==> config.mk <==
export PLATFORM = sky130hd
export DESIGN_NAME = ps2_kbd_tx
export DESIGN_NICKNAME = d
export VERILOG_FILES = /design/src/rtl/ps2_kbd_tx.sv
export SDC_FILE = /design/constraint.sdc
export NUM_CORES = 1
export LEC_CHECK = 0
export CAP_MARGIN = 15
export CORE_UTILIZATION = 55
export CTS_CLUSTER_DIAMETER = 40
export DETAILED_ROUTE_END_ITERATION = 8
export PLACE_DENSITY = 0.71
export SYNTH_ARGS = -nofsm -noshare
export SYNTH_HDL_FRONTEND = slang
export SYNTH_SLANG_ARGS = --single-unit
export TNS_END_PERCENT = 50
==> constraint.sdc <==
create_clock -name clk -period 3.87 [get_ports clk]
set_input_delay 0.387 -clock clk [delete_from_list [all_inputs] [get_ports clk]]
set_output_delay 0.387 -clock clk [all_outputs]
set_load 0.01 [all_outputs]
==> src/rtl/ps2_kbd_tx.sv <==
// PS/2 device-side transmitter: byte FIFO feeding an 11-bit frame serializer on ps2_clk/ps2_data.
// Define PS2_TX_PERR_INJ_EN to add the perr_inj input, which flips the parity bit of a frame.
//
// state    | meaning
// ST_IDLE  | lines high, pop next byte when queue not empty
// ST_HI    | ps2_clk high, current bit on ps2_data
// ST_LO    | ps2_clk low, receiver samples on the falling edge
// ST_GAP   | lines high, inter-frame spacing
module ps2_kbd_tx #(
  parameter int CLK_DIV    = 16,
  parameter int GAP_CYC    = 64,
  parameter int FIFO_DEPTH = 8
) (
  input  logic       clk,
  input  logic       rst_n,
  input  logic [7:0] wr_data,
  input  logic       wr_en,
`ifdef PS2_TX_PERR_INJ_EN
  input  logic       perr_inj,
`endif
  output logic       full,
  output logic       empty,
  output logic       busy,
  output logic       overflow,
  output logic       ps2_clk,
  output logic       ps2_data
);

  localparam int AW   = $clog2(FIFO_DEPTH);
  localparam int TMAX = (CLK_DIV > GAP_CYC) ? CLK_DIV : GAP_CYC;
  localparam int TW   = $clog2(TMAX);
  localparam logic [TW-1:0] HALF_LOAD = TW'(CLK_DIV - 1);
  localparam logic [TW-1:0] GAP_LOAD  = TW'(GAP_CYC - 1);
  localparam logic [AW:0]   DEPTH_C   = (AW+1)'(FIFO_DEPTH);

  typedef enum logic [1:0] {ST_IDLE, ST_HI, ST_LO, ST_GAP} state_t;

  state_t          state_q, state_d;
  logic [TW-1:0]   timer_q, timer_d;
  logic [3:0]      bit_idx_q, bit_idx_d;
  logic [9:0]      frame_q, frame_d;
  logic            ps2_clk_q, ps2_clk_d;
  logic            ps2_data_q, ps2_data_d;
  logic [AW-1:0]   wr_ptr_q, wr_ptr_d;
  logic [AW-1:0]   rd_ptr_q, rd_ptr_d;
  logic [AW:0]     count_q, count_d;
  logic            full_q, full_d;
  logic            empty_q, empty_d;
  logic            overflow_q, overflow_d;
  logic [7:0]      mem_q [FIFO_DEPTH];
  logic [7:0]      head;
  logic            push, pop, perr_bit;

`ifdef PS2_TX_PERR_INJ_EN
  assign perr_bit = perr_inj;
`else
  assign perr_bit = 1'b0;
`endif

  // Push-when-full always drops, even if a pop happens the same clock.
  always_comb begin
    push       = wr_en && !full_q;
    pop        = (state_q == ST_IDLE) && !empty_q;
    head       = mem_q[rd_ptr_q];
    wr_ptr_d   = push ? wr_ptr_q + 1'b1 : wr_ptr_q;
    rd_ptr_d   = pop ? rd_ptr_q + 1'b1 : rd_ptr_q;
    count_d    = count_q + {{AW{1'b0}}, push} - {{AW{1'b0}}, pop};
    full_d     = (count_d == DEPTH_C);
    empty_d    = (count_d == '0);
    overflow_d = overflow_q | (wr_en & full_q);
  end

  always_ff @(posedge clk) begin
    if (push) mem_q[wr_ptr_q] <= wr_data;
  end

  // frame_q holds the bits still to send after the one on ps2_data: b1..b10, LSB next.
  always_comb begin
    state_d    = state_q;
    timer_d    = timer_q;
    bit_idx_d  = bit_idx_q;
    frame_d    = frame_q;
    ps2_clk_d  = ps2_clk_q;
    ps2_data_d = ps2_data_q;
    case (state_q)
      ST_IDLE: begin
        if (!empty_q) begin
          frame_d    = {1'b1, (~^head) ^ perr_bit, head};
          bit_idx_d  = 4'd0;
          timer_d    = HALF_LOAD;
          ps2_clk_d  = 1'b1;
          ps2_data_d = 1'b0;
          state_d    = ST_HI;
        end
      end
      ST_HI: begin
        if (timer_q == '0) begin
          ps2_clk_d = 1'b0;
          timer_d   = HALF_LOAD;
          state_d   = ST_LO;
        end else begin
          timer_d = timer_q - 1'b1;
        end
      end
      ST_LO: begin
        if (timer_q == '0) begin
          ps2_clk_d = 1'b1;
          if (bit_idx_q < 4'd10) begin
            bit_idx_d  = bit_idx_q + 4'd1;
            ps2_data_d = frame_q[0];
            frame_d    = {1'b1, frame_q[9:1]};
            timer_d    = HALF_LOAD;
            state_d    = ST_HI;
          end else begin
            ps2_data_d = 1'b1;
            timer_d    = GAP_LOAD;
            state_d    = ST_GAP;
          end
        end else begin
          timer_d = timer_q - 1'b1;
        end
      end
      ST_GAP: begin
        if (timer_q == '0) state_d = ST_IDLE;
        else timer_d = timer_q - 1'b1;
      end
      default: state_d = ST_IDLE;
    endcase
  end

  always_ff @(posedge clk or negedge rst_n) begin
    if (!rst_n) begin
      state_q    <= ST_IDLE;
      timer_q    <= '0;
      bit_idx_q  <= '0;
      frame_q    <= '0;
      ps2_clk_q  <= 1'b1;
      ps2_data_q <= 1'b1;
      wr_ptr_q   <= '0;
      rd_ptr_q   <= '0;
      count_q    <= '0;
      full_q     <= 1'b0;
      empty_q    <= 1'b1;
      overflow_q <= 1'b0;
    end else begin
      state_q    <= state_d;
      timer_q    <= timer_d;
      bit_idx_q  <= bit_idx_d;
      frame_q    <= frame_d;
      ps2_clk_q  <= ps2_clk_d;
      ps2_data_q <= ps2_data_d;
      wr_ptr_q   <= wr_ptr_d;
      rd_ptr_q   <= rd_ptr_d;
      count_q    <= count_d;
      full_q     <= full_d;
      empty_q    <= empty_d;
      overflow_q <= overflow_d;
    end
  end

  assign full     = full_q;
  assign empty    = empty_q;
  assign overflow = overflow_q;
  assign busy     = (state_q != ST_IDLE);
  assign ps2_clk  = ps2_clk_q;
  assign ps2_data = ps2_data_q;

endmodule

==> flow_metrics.env <==
export IMPL_status="complete, no violations"
export IMPL_gr_total_overflow=0
export IMPL_final_cell_mix="edfxtp_1, dfrtp_1, nand2_1"
export IMPL_nets=331
export IMPL_clock_latency_ns=0.37
export IMPL_hold_viol_final=0
export IMPL_dp_slack_ns=0.880
export IMPL_synthCells=290
export IMPL_syn_area_per_cell_um2=15.0
export IMPL_cts_inserted_buffers=9
export IMPL_start_util_pct=56.6
export IMPL_drc=0
export IMPL_antenna_found_initial=0
export IMPL_critPathArrivalTime_ns=2.91
export IMPL_setup_slack_ns=1.26
export IMPL_synth_nets=310
export IMPL_period_share_pct=67.4
export IMPL_track_usage_pct=18.8
export IMPL_wl_mm=6.78
export IMPL_final_area_um2=4820
export IMPL_criticalPathCategory="in -> reg"
export IMPL_dpl_cell_area_um2=4600
export IMPL_finalMaxSlewViolations=0
export IMPL_nFillCells=598
export IMPL_skew_ns=0.0102
export IMPL_vias=2269
export IMPL_cts_buffer_depth=2
export IMPL_ctsRootBufferMaster="clkbuf_8"
export IMPL_die_w_um=91.0
export IMPL_hpwl_mm=4.39
export IMPL_grt_setup_unrepaired="no"
export IMPL_worst_endpoint_required_ns=4.17
export IMPL_first_global_vias=2257
export IMPL_yosys_warnings=0
export IMPL_p_per_area_nw_per_um2=516
export IMPL_multi_input_area_um2=1380
export IMPL_drt_pass1_iter_count=4
export IMPL_drt_antenna_violating_nets=0
export IMPL_setup_viol=0
export IMPL_worstRegToRegCells=9
export IMPL_grt_start_max_net_pins=38
export IMPL_cts_resized=0
export IMPL_rows=32
export IMPL_layout_commonest_cell="edfxtp_1"
export IMPL_drt_iter0_markers=97
export IMPL_syn_cell_area_um2=4350
export IMPL_regArea_um2=2850
export IMPL_clk_pin_slew_ns=0.11
export IMPL_io_buffers=16
export IMPL_yosysSeqAreaShare_pct=65.5
export IMPL_place_congestion=0.749
export IMPL_start_kind="input pin"
export IMPL_drive_gt1_share_pct=14.2
export IMPL_cts_sinks=101
export IMPL_io_pins=17
export IMPL_cts_tree="built"
export IMPL_area_growth_synth_to_final_pct=10.8
export IMPL_wl_per_cell_um=16.2
export IMPL_htree_levels=3
export IMPL_ir_drop_mv=0.385
export IMPL_cp_end_kind="flip-flop"
export IMPL_hold_buffers=0
export IMPL_postCtsSetupRepairBufs=0
export IMPL_vias_per_cell=5.43
export IMPL_timing_slew_headroom_pct=39.0
export IMPL_p_leak_nw=1.73
export IMPL_synth_cell_types=46
export IMPL_dieHeight_um=91.0
export IMPL_core_um2=7690
export IMPL_max_freq_mhz=383
export IMPL_hp_class="in -> async"
export IMPL_grt_pass1_wl_mm=11.5
export IMPL_critPathMaxFanout=6
export IMPL_tns_ns=0
export IMPL_maxCapViolations=0
export IMPL_min_period_ns=2.61
export IMPL_die_area_um2=8270
export IMPL_ys_seq_elements=101
export IMPL_worst_pin_slew_ns=0.912
export IMPL_num_antenna_cells=0
[synth_stat cells (all sizes together)]
cell     n  area, um2
edfxtp  64       1920
dfrtp   34        851
nand2   28        105
nor2    24       90.1
o21ai   21        105
mux4    16        375
inv     13       48.8
xnor2   13        114
ha       8        100
mux2i    8        146
clkbuf   7       26.3
a21oi    6       30.0
nor3     6       30.0
a21o     4       30.0
buf      4       43.8
nand2b   4       25.0
xor2     4       35.0
dfstp    3       78.8
a31oi    2       12.5
mux2     2       22.5
nor2b    2       12.5
o22a     2       17.5
a211oi   1       7.51
a221o    1       10.0
a221oi   1       8.76
a22oi    1       7.51
a311oi   1       8.76
fa       1       20.0
nand3    1       5.00
nor3b    1       7.51
o211a    1       10.0
o22ai    1       6.26
o31a     1       8.76
o31ai    1       7.51
or2      1       6.26
or3      1       6.26
or4b     1       10.0
[stage by stage]
stage	hold slack, ns	power, mW	utilization [%]	std cells
floorplan	0.0914	1.68	-	290
global placement	0.427	1.80	59.9	402
detailed placement	0.432	1.82	59.9	402
CTS	0.126	2.51	62.7	418
global route	0.154	2.61	62.7	418
finish	0.0979	2.49	62.7	418
[power by group]
| part | switching, mW | internal (mW) | leakage, nW |
|---|---|---|---|
| sequential | 0.0634 | 1.31 | 1.00 |
| clock | 0.383 | 0.315 | 0.106 |
| combinational | 0.221 | 0.190 | 0.625 |
[logic make-up after synthesis]
kind of cell,after synthesis,share of synthesized area (%)
simple gates,69,6.84
fa+ha+maj,9,2.76
flops,101,65.5
xor+xnor,17,3.42
mux,26,12.5
compound gates,44,6.21
buf+inv,24,2.73
[final cells by class]
| type | count | share of cell area, % |
|---|---|---|
| Timing Repair Buffer | 21 | 4.00 |
| Clock inverter | 7 | 2.00 |
| Inverter | 13 | 1.01 |
| Sequential cell | 101 | 59.1 |
| Clock buffer | 9 | 2.57 |
| Tap cell | 102 | 2.65 |
| Multi-Input combinational cell | 165 | 28.6 |
[per-layer routing]
| metal | track usage [%] | routed length [um] |
|---|---|---|
| met5 | 0 | 0 |
| met4 | 7.01 | 99 |
| met3 | 5.11 | 207 |
| met2 | 29.5 | 3330 |
| met1 | 25.6 | 3140 |
[critical path: stages]
cell and delay (ns):
clkdlybuf4s50_1 0.47, nor2b_1 0.42, inv_1 0.11, ha_1 0.29, inv_1 0.04, ha_1 0.19
fa_1 0.38, xor2_1 0.15, or3_1 0.33, nor2b_1 0.13
[sequential cells by signal, indices dropped and copies added (netlist names)]
name	flops
state_q	2
timer_q	6
ps2_clk	1
full	1
wr_ptr_q	3
rd_ptr_q	3
mem_q	64
ps2_data	1
count_q	4
bit_idx_q	4
frame_q	10
overflow	1
empty	1
[path summary, 6_finish.rpt]
kind                             from         end  slack, ns
max                             wr_en        full       1.26
min                             rst_n  count_q[3]        0.1
max reg2reg                state_q[1]        full       1.29
min reg2reg                frame_q[9]  frame_q[9]       0.46
max in group asynchronous       rst_n  frame_q[5]       3.25
min in group clk           frame_q[9]  frame_q[9]       0.46
Power figures use the tool's default switching activity.
